**src/rtl/median_pkg.sv**
```systemverilog
// Shared types and defaults for the median_rank rank-order filter.
package median_pkg;

  localparam int unsigned MED_SIZE = 8;
  localparam int unsigned MED_NPIX = 9;

  typedef enum logic [1:0] {
    IDLE,
    LOAD,
    SORT,
    DONE
  } med_state_t;

  // Width of a rank / window index field; never narrower than one bit.
  function automatic int unsigned rank_w(input int unsigned npix);
    return (npix < 2) ? 1 : $clog2(npix);
  endfunction

endpackage

```
**src/rtl/median_maxscan.sv**
```systemverilog
// Running maximum and its index for one extraction pass over the window.
// Ties keep the first (lowest-index) candidate because only a strictly
// greater value replaces the held one.
module median_maxscan #(
  parameter int unsigned SIZE  = 8,
  parameter int unsigned IDX_W = 4
) (
  input  logic             clk,
  input  logic             rst,
  input  logic             clr,
  input  logic             en,
  input  logic [SIZE-1:0]  din,
  input  logic [IDX_W-1:0] din_idx,
  output logic [SIZE-1:0]  max_nx,
  output logic [IDX_W-1:0] idx_nx
);

  logic [SIZE-1:0]  max_q, max_d;
  logic [IDX_W-1:0] idx_q, idx_d;

  // Value the scan holds once the current candidate is considered.
  always_comb begin
    max_nx = max_q;
    idx_nx = idx_q;
    if (en && (din > max_q)) begin
      max_nx = din;
      idx_nx = din_idx;
    end
    max_d = clr ? '0 : max_nx;
    idx_d = clr ? '0 : idx_nx;
  end

  // Running max and index registers.
  always_ff @(posedge clk or posedge rst) begin
    if (rst) begin
      max_q <= '0;
      idx_q <= '0;
    end else begin
      max_q <= max_d;
      idx_q <= idx_d;
    end
  end

endmodule

```
**src/rtl/median_rank.sv**
```systemverilog
// Rank-order filter: serially loads an NPIX-pixel window, then finds the
// k-th largest pixel by repeated max-extraction passes of NPIX steps each.
// Optional run-time rank select: define MEDIAN_RANK_EN to add the RANK port;
// otherwise the rank is fixed at the median.
module median_rank
  import median_pkg::*;
#(
  parameter  int unsigned SIZE   = MED_SIZE,
  parameter  int unsigned NPIX   = MED_NPIX,
  localparam int unsigned RANK_W = rank_w(NPIX)
) (
  input  logic              CLK,
  input  logic              RST,
  input  logic [SIZE-1:0]   DI,
  input  logic              DSI,
`ifdef MEDIAN_RANK_EN
  input  logic [RANK_W-1:0] RANK,
`endif
  output logic [SIZE-1:0]   DO,
  output logic              DSO,
  output logic              ERR
);

  localparam int unsigned       CNT_W    = $clog2(NPIX + 1);
  localparam logic [CNT_W-1:0]  CNT_FULL = CNT_W'(NPIX);
  localparam logic [RANK_W-1:0] LAST     = RANK_W'(NPIX - 1);
  localparam logic [RANK_W-1:0] MID      = RANK_W'((NPIX - 1) / 2);

  med_state_t        state_q, state_d;
  logic [SIZE-1:0]   win_q [NPIX];
  logic [SIZE-1:0]   win_d [NPIX];
  logic [NPIX-1:0]   vld_q, vld_d;
  logic [CNT_W-1:0]  cnt_q, cnt_d;
  logic [RANK_W-1:0] rank_q, rank_d;
  logic [RANK_W-1:0] pass_q, pass_d;
  logic [RANK_W-1:0] step_q, step_d;
  logic [SIZE-1:0]   do_q, do_d;
  logic              dso_q, dso_d;
  logic              err_q, err_d;

  logic [RANK_W-1:0] rank_in;
  logic              scan_en, scan_clr;
  logic [SIZE-1:0]   max_nx;
  logic [RANK_W-1:0] idx_nx;

  // Rank requested for the next sort, clamped into the window.
  always_comb begin
`ifdef MEDIAN_RANK_EN
    rank_in = (RANK > LAST) ? LAST : RANK;
`else
    rank_in = MID;
`endif
  end

  median_maxscan #(
    .SIZE  (SIZE),
    .IDX_W (RANK_W)
  ) u_maxscan (
    .clk     (CLK),
    .rst     (RST),
    .clr     (scan_clr),
    .en      (scan_en),
    .din     (win_q[step_q]),
    .din_idx (step_q),
    .max_nx  (max_nx),
    .idx_nx  (idx_nx)
  );

  // Next-state, window shift and sort sequencing.
  always_comb begin
    state_d  = state_q;
    win_d    = win_q;
    vld_d    = vld_q;
    cnt_d    = cnt_q;
    rank_d   = rank_q;
    pass_d   = pass_q;
    step_d   = step_q;
    do_d     = do_q;
    dso_d    = dso_q;
    err_d    = 1'b0;
    scan_en  = 1'b0;
    scan_clr = 1'b0;

    // Any accepted pixel shifts the window, whatever the state.
    if (DSI) begin
      win_d[0] = DI;
      for (int unsigned i = 1; i < NPIX; i++) begin
        win_d[i] = win_q[i-1];
      end
    end

    unique case (state_q)
      IDLE, DONE: begin
        if (DSI) begin
          cnt_d   = CNT_W'(1);
          dso_d   = 1'b0;
          state_d = LOAD;
        end
      end
      LOAD: begin
        if (DSI) begin
          cnt_d = (cnt_q == CNT_FULL) ? CNT_FULL : cnt_q + CNT_W'(1);
        end else if (cnt_q == CNT_FULL) begin
          vld_d    = '1;
          rank_d   = rank_in;
          pass_d   = '0;
          step_d   = '0;
          scan_clr = 1'b1;
          state_d  = SORT;
        end else begin
          err_d   = 1'b1;
          cnt_d   = '0;
          state_d = IDLE;
        end
      end
      SORT: begin
        if (DSI) begin
          cnt_d   = CNT_W'(1);
          state_d = LOAD;
        end else begin
          scan_en = vld_q[step_q];
          // The last step of a pass acts on the combinational max so the
          // result lands on the same edge that examines R[NPIX-1].
          if (step_q == LAST) begin
            if (pass_q == rank_q) begin
              do_d    = max_nx;
              dso_d   = 1'b1;
              state_d = DONE;
            end else begin
              vld_d[idx_nx] = 1'b0;
              scan_clr      = 1'b1;
              pass_d        = pass_q + RANK_W'(1);
              step_d        = '0;
            end
          end else begin
            step_d = step_q + RANK_W'(1);
          end
        end
      end
      default: state_d = IDLE;
    endcase
  end

  // State, window and output registers.
  always_ff @(posedge CLK or posedge RST) begin
    if (RST) begin
      state_q <= IDLE;
      for (int unsigned i = 0; i < NPIX; i++) begin
        win_q[i] <= '0;
      end
      vld_q  <= '0;
      cnt_q  <= '0;
      rank_q <= '0;
      pass_q <= '0;
      step_q <= '0;
      do_q   <= '0;
      dso_q  <= 1'b0;
      err_q  <= 1'b0;
    end else begin
      state_q <= state_d;
      for (int unsigned i = 0; i < NPIX; i++) begin
        win_q[i] <= win_d[i];
      end
      vld_q  <= vld_d;
      cnt_q  <= cnt_d;
      rank_q <= rank_d;
      pass_q <= pass_d;
      step_q <= step_d;
      do_q   <= do_d;
      dso_q  <= dso_d;
      err_q  <= err_d;
    end
  end

  assign DO  = do_q;
  assign DSO = dso_q;
  assign ERR = err_q;

endmodule

```
**config.mk**
```make
export PLATFORM = sky130hd
export DESIGN_NAME = median_rank
export DESIGN_NICKNAME = d
export VERILOG_FILES = /design/src/rtl/median_pkg.sv /design/src/rtl/median_maxscan.sv /design/src/rtl/median_rank.sv
export SDC_FILE = /design/constraint.sdc
export NUM_CORES = 1
export LEC_CHECK = 0
export CELL_PAD_IN_SITES_DETAIL_PLACEMENT = 1
export CELL_PAD_IN_SITES_GLOBAL_PLACEMENT = 2
export CORE_MARGIN = 2
export CORE_UTILIZATION = 44
export CTS_BUF_LIST = sky130_fd_sc_hd__clkbuf_4
export CTS_CLUSTER_DIAMETER = 150
export CTS_CLUSTER_SIZE = 16
export DETAILED_ROUTE_END_ITERATION = 10
export HOLD_SLACK_MARGIN = 0.12
export PLACE_DENSITY = 0.8
export SLEW_MARGIN = 20
export SYNTH_ARGS = -nofsm -noshare
export SYNTH_HDL_FRONTEND = slang
export SYNTH_SLANG_ARGS = --single-unit
```
**constraint.sdc**
```tcl
create_clock -name CLK -period 5.15 [get_ports CLK]
set_input_delay 1.03 -clock CLK [delete_from_list [all_inputs] [get_ports CLK]]
set_output_delay 1.03 -clock CLK [all_outputs]
set_load 0.1 [all_outputs]
```
==> impl_metrics.ini, run 1 <==
[outcome]
status = completed

[timing]
setup_violations = 0
tns_ns = 0
skew_ns = 0.0203
drv_slew = 0
hold_viol_final = 0
worstMarginPinSlew_ns = 1.00
finalCritPeriodShare = 0.794
fmax_mhz = 245
rsz0062_at_grt = no
relSlewSlack = 0.333
min_period_ns = 4.09

[grt]
grt_max_degree = 83
grt_usage = 0.199
grt_pass1_vias = 4080
grt_overflow = 0
antenna_found_initial = 0
grt_pass1_wl_um = 21500

[layout]
multi_input_area_mm2 = 0.00255
stdcell_count = 686
regArea_mm2 = 0.00295
area_delta_synth_final_pct = 12.0
nNetsFinal = 529
nFillCells = 1338
drive_gt1_frac = 0.270
diodes = 0

[pwr]
vdd_drop_max_uv = 236
p_per_area_mw_per_mm2 = 391
leakage_nw = 2.71
finalPower_mw = 2.50

[route]
viasPerCell = 5.44
wl_um = 12600
first_iter_violations = 194
drtAntennaViolNets = 0
drc_errors = 0
vias = 3734
wl_per_cell_um = 18.4
first_pass_iters = 4

[min_path]
hold_start = DO[6]$_DFFE_PP0P_
hp-class = register to register
holdPathEnd = DO[6]$_DFFE_PP0P_
hold_depth = 2

[cts]
htree_levels = 4
cts_root_buf = clkbuf_4
cts_resized = 0
cts_buffers = 17
clock_path_buffers = 2
path_clk_slew_ns = 0.12
hold_buffers = 0
clock_latency_ns = 0.56
cts_tree = yes
cts_setup_buffers = 0
numClockSinks = 118

[job]
cap_violations = 0

[logic_synthesis]
synth_cells = 480
ys_seq_area_frac = 0.518
ys_ff_latch = 118
synth_edf_count = 0
synth_nets = 508
avgSynthCellArea_um2 = 11.9
synthesis.area_mm2 = 0.00570
synth.distinct_cells = 41
synth_flop_cell = dfrtp_1
ys_warn_count = 0
async_flop_share = 1.00

[critical_path]
crit_start = step_q[1]$_DFFE_PP0P_
cp-end-kind = register
r2r_cells = 11
critPathRequiredTime_ns = 5.61
reg2reg_from = step_q[1]$_DFFE_PP0P_
crit_fanout = 18
worstSetupPathType = register to register
worst_r2r_endpoint = DO[0]$_DFFE_PP0P_
r2r_slack_ns = 1.06
start_kind = register
cp.arrival_ns = 4.55

[die]
num_io_pins = 21
rows = 41
initial_core_util = 0.452
die_w_um = 118
dieArea_mm2 = 0.0139
die_y_um = 118
core_mm2 = 0.0126

[placement]
port_buffers = 20
dp_hpwl_um = 8640
place_congestion = 0.821
dp_cells = 654
metrics by stage:
stage                util  hold WS, ns  cell area, um2  worst slack [ns]
floorplan               -        0.455            5700             0.991
global placement    0.479        0.469            6050              1.18
detailed placement  0.479        0.474            6050              1.08
CTS                 0.506        0.504            6380              1.03
global route        0.506        0.538            6380             0.715
finish              0.506        0.497            6380              1.06
layer usage:
layer,up-vias,routed length (um),GRT usage
li1,1765,-,-
met1,1918,5640,0.247
met2,42,6480,0.338
met3,9,383,0.0562
met4,0,135,0.0625
met5,-,0,0
cells in the mapped netlist (3+ instances only):
cell type | count | area [um2]
a21o_1 | 3 | 22.5
a21oi_1 | 9 | 45.0
buf_1 | 4 | 15.0
buf_2 | 3 | 15.0
clkbuf_1 | 15 | 56.3
dfrtp_1 | 118 | 2950
ha_1 | 17 | 213
inv_1 | 21 | 78.8
mux2_2 | 90 | 1010
mux2i_1 | 18 | 180
mux4_2 | 8 | 180
nand2_1 | 46 | 173
nand3_1 | 13 | 65.1
nand4_1 | 3 | 18.8
nor2_1 | 34 | 128
nor2b_1 | 5 | 31.3
o21ai_0 | 16 | 80.1
o22ai_1 | 11 | 68.8
o31ai_1 | 16 | 120
or3_1 | 3 | 18.8
how the worst max path moves through the flow:
| stage | to | slack (ns) | cells past startpoint |
|---|---|---|---|
| floorplan | DO[0]$_DFFE_PP0P_ | 0.99 | 1 |
| global placement | DO[0]$_DFFE_PP0P_ | 1.18 | 13 |
| detailed placement | DO[0]$_DFFE_PP0P_ | 1.08 | 13 |
| CTS | DO[0]$_DFFE_PP0P_ | 1.03 | 13 |
| global route | DO[0]$_DFFE_PP0P_ | 0.72 | 13 |
| finish | DO[0]$_DFFE_PP0P_ | 1.06 | 11 |
state kept, by name (all words and copies together), names as in the netlist:
name and cells:
rank_q 1, ERR 1, state_q 2, win_q 72, pass_q 4, u_maxscan.max_q 8, DSO 1, cnt_q 4
DO 8, u_maxscan.idx_q 4, vld_q 9, step_q 4
where the power goes:
part	internal [mW]	total [mW]	switching, mW
registers	1.12	1.26	0.138
clock network	0.388	0.776	0.389
logic	0.250	0.467	0.217
layout by cell type, fill, tap and decap left out, drive strengths merged, types with 9 or more instances in the layout:
master / count
nand3: 13
mux2i: 18
o21ai: 16
nand2: 46
clkbuf: 17
nor2: 34
o31ai: 16
clkdlybuf4s50: 19
mux2: 91
a21oi: 9
dfrtp: 118
o22ai: 11
ha: 17
inv: 24
area by class of cell:
type,count,area share
Clock inverter,15,0.0317
Tap cell,172,0.0337
Clock buffer,17,0.0200
Inverter,22,0.0133
Sequential cell,118,0.462
Multi-Input combinational cell,315,0.400
Timing Repair Buffer,27,0.0392
worst max-delay path: stages (launching register included):
cell and delay [ns]:
dfrtp_1 0.84, nand2b_1 0.39, o22ai_1 0.14, o31ai_1 0.46
ha_1 0.33, nand4_1 0.14, o22ai_1 0.10, a311o_1 0.31
a211oi_2 0.40, buf_4 0.36, mux2_2 0.38, o21ai_0 0.14
logic make-up after synthesis:
kind of cell / after synthesis / synth area share
flip-flops: 118 / 0.518
multiplexers: 117 / 0.243
AND/OR/NAND/NOR: 113 / 0.0867
AO/OA/AOI/OAI: 65 / 0.0753
buffers and inverters: 47 / 0.0349
adder cells (fa/ha/maj): 17 / 0.0373
XOR/XNOR: 3 / 0.00461
Power figures use the tool's default switching activity.
==> run 2, diff against run 1 <==
--- a/config.mk
+++ b/config.mk
@@ -8,13 +8,13 @@
 export CELL_PAD_IN_SITES_DETAIL_PLACEMENT = 1
 export CELL_PAD_IN_SITES_GLOBAL_PLACEMENT = 2
 export CORE_MARGIN = 2
-export CORE_UTILIZATION = 44
+export CORE_UTILIZATION = 40
 export CTS_BUF_LIST = sky130_fd_sc_hd__clkbuf_4
 export CTS_CLUSTER_DIAMETER = 150
 export CTS_CLUSTER_SIZE = 16
 export DETAILED_ROUTE_END_ITERATION = 10
 export HOLD_SLACK_MARGIN = 0.12
-export PLACE_DENSITY = 0.8
+export PLACE_DENSITY = 0.77
 export SLEW_MARGIN = 20
 export SYNTH_ARGS = -nofsm -noshare
 export SYNTH_HDL_FRONTEND = slang
==> constraint.sdc (replaced) <==
create_clock -name CLK -period 3.6 [get_ports CLK]
set_input_delay 0.72 -clock CLK [delete_from_list [all_inputs] [get_ports CLK]]
set_output_delay 0.72 -clock CLK [all_outputs]
set_load 0.1 [all_outputs]
==> impl_metrics.ini, run 2 (same netlist as run 1, synthesis figures left out) <==
[outcome]
status = completed

[pwr]
p_clk_frac = 0.249
vdd_drop_max_uv = 245
power.internal_mw = 2.24
p_per_area_mw_per_mm2 = 511
finalPower_mw = 3.30
p_comb_frac = 0.206
sw_frac_of_total = 0.322
leakage_nw = 2.74
p_switching_mw = 1.06
power_frac_seq = 0.545

[timing]
drv_slew = 0
setup_violations = 0
min_period_ns = 3.40
fmax_mhz = 294
finalCritPeriodShare = 0.946
rsz0062_at_grt = no
hold_slack_ns = 0.503
tns_ns = 0
finalWorstSetupSlack_ns = 0.195
worstMarginPinSlew_ns = 1.01
skew_ns = 0.0116
relSlewSlack = 0.327
hold_viol_final = 0

[placement]
place_ws_ns = -0.0391
dp_hpwl_um = 8870
dp_cells = 673
place_congestion = 0.745
port_buffers = 20
dpl-instance-area_mm2 = 0.00618

[layout]
final_util = 0.465
drive_gt1_frac = 0.303
area_delta_synth_final_pct = 13.3
nNetsFinal = 540
top_regs = win_q x72, vld_q x9
top_register = win_q
multi_input_area_mm2 = 0.00258
stdcell_count = 705
fin_area_mm2 = 0.00646
regArea_mm2 = 0.00295
diodes = 0
largest_register_ffs = 72
layout_commonest_cell = dfrtp_1
layout_common_cells = dfrtp_1 (118), mux2_2 (90), nand2_1 (46), nor2_1 (34), inv_1 (20)
nFillCells = 1477

[route]
wl_per_cell_um = 18.2
wl_met1_um = 6020
dr_wl_met2_um = 6280
viasPerCell = 5.32
drtAntennaViolNets = 0
wl_um = 12800
top_layer_used = met4
drc_errors = 0
vias = 3750
first_pass_iters = 6
first_iter_violations = 210
wl_met3_um = 319

[grt]
grt_overflow = 0
grt_usage = 0.189
grt_max_degree = 80
grt_pass1_wl_um = 21300
antenna_found_initial = 0
grt_pass1_vias = 4061

[critical_path]
cp.arrival_ns = 3.88
critPathRequiredTime_ns = 4.07
cp_slowest_stage_delay_ns = 0.52
cp-end-kind = register
worst_r2r_endpoint = DO[0]$_DFFE_PP0P_
cpLargestDelayFamily = multiplexers
crit_start = step_q[0]$_DFFE_PP0P_
crit_fanout = 21
reg2reg_from = step_q[0]$_DFFE_PP0P_
r2r_slack_ns = 0.20
start_kind = register
worst-path-buf-inv = 3
cp_cell_sequence = buf_12, mux4_2, nor2_1, o31ai_1, buf_4, ha_1, nand4_1, o22ai_1, a311o_1, a211oi_2, buf_12, mux2_2, o21ai_0
r2r_cells = 13
slowest_stage = mux4_2
crit_top_cell = buf_12
worstSetupPathType = register to register
crit_cells = 13
critPathCapture = DO[0]$_DFFE_PP0P_

[min_path]
hold_depth = 1
hp-class = register to register

[cts]
hold_buffers = 0
path_clk_slew_ns = 0.11
cts_buffers = 17
htree_levels = 4
cts_root_buf = clkbuf_4
clock_path_buffers = 2
cts_tree = yes
numClockSinks = 118
clock_latency_ns = 0.56
cts_setup_buffers = 0

[die]
die_y_um = 123
dieArea_mm2 = 0.0152
initial_core_util = 0.411
num_io_pins = 21
rows = 43
die_w_um = 123
core_mm2 = 0.0139

[job]
cap_violations = 0
run 2: cell types whose count changed in the layout (fill, tap and decap cells not counted), moves of 2 or more:
| cell | change |
|---|---|
| o31ai_1 | -6 |
| clkinv_4 | +3 |
| buf_4 | +8 |
| clkinvlp_4 | +2 |
| bufinv_16 | -4 |
| clkinv_2 | +3 |
| buf_12 | +3 |
| o31ai_2 | +6 |
| inv_6 | -2 |
run 2: timing repair:
item,in CTS,in global routing
gates cloned,0,0
setup endpoints to repair,5,11
gates resized for setup,3,6
pin swaps,0,1
run 2: worst min path at each step:
stage,start,end
final,rank_q[2]$_DFFE_PP0P_,rank_q[2]$_DFFE_PP0P_
after detailed placement,rank_q[2]$_DFFE_PP0P_,rank_q[2]$_DFFE_PP0P_
after floorplan,vld_q[6]$_DFFE_PP0P_,vld_q[6]$_DFFE_PP0P_
after global routing,DSI,pass_q[0]$_DFFE_PP0P_
after global placement,DO[1]$_DFFE_PP0P_,DO[1]$_DFFE_PP0P_
after CTS,DSI,pass_q[0]$_DFFE_PP0P_
run 2: power by group through the flow:
| stage | registers (mW) | logic (mW) | clock network [mW] |
|---|---|---|---|
| 2_1_floorplan | 1.77 | 0.512 | 0 |
| 3_3_place_gp | 1.81 | 0.656 | 0 |
| 3_5_place_dp | 1.83 | 0.685 | 0 |
| 4_1_cts | 1.80 | 0.690 | 0.860 |
| 5_1_grt | 1.84 | 0.759 | 0.926 |
| 6_report | 1.80 | 0.679 | 0.820 |
run 2: metal layers:
| metal | vias to the layer above | GRT usage |
|---|---|---|
| met5 | - | 0 |
| met4 | 0 | 0.0682 |
| met3 | 17 | 0.0590 |
| met2 | 34 | 0.304 |
| met1 | 1930 | 0.242 |
| li1 | 1769 | - |
run 2: layout make-up:
type | count | share of cell area
Tap cell | 180 | 0.0349
Multi-Input combinational cell | 315 | 0.400
Sequential cell | 118 | 0.457
Timing Repair Buffer | 38 | 0.0574
Clock buffer | 17 | 0.0198
Clock inverter | 15 | 0.0171
Inverter | 22 | 0.0134
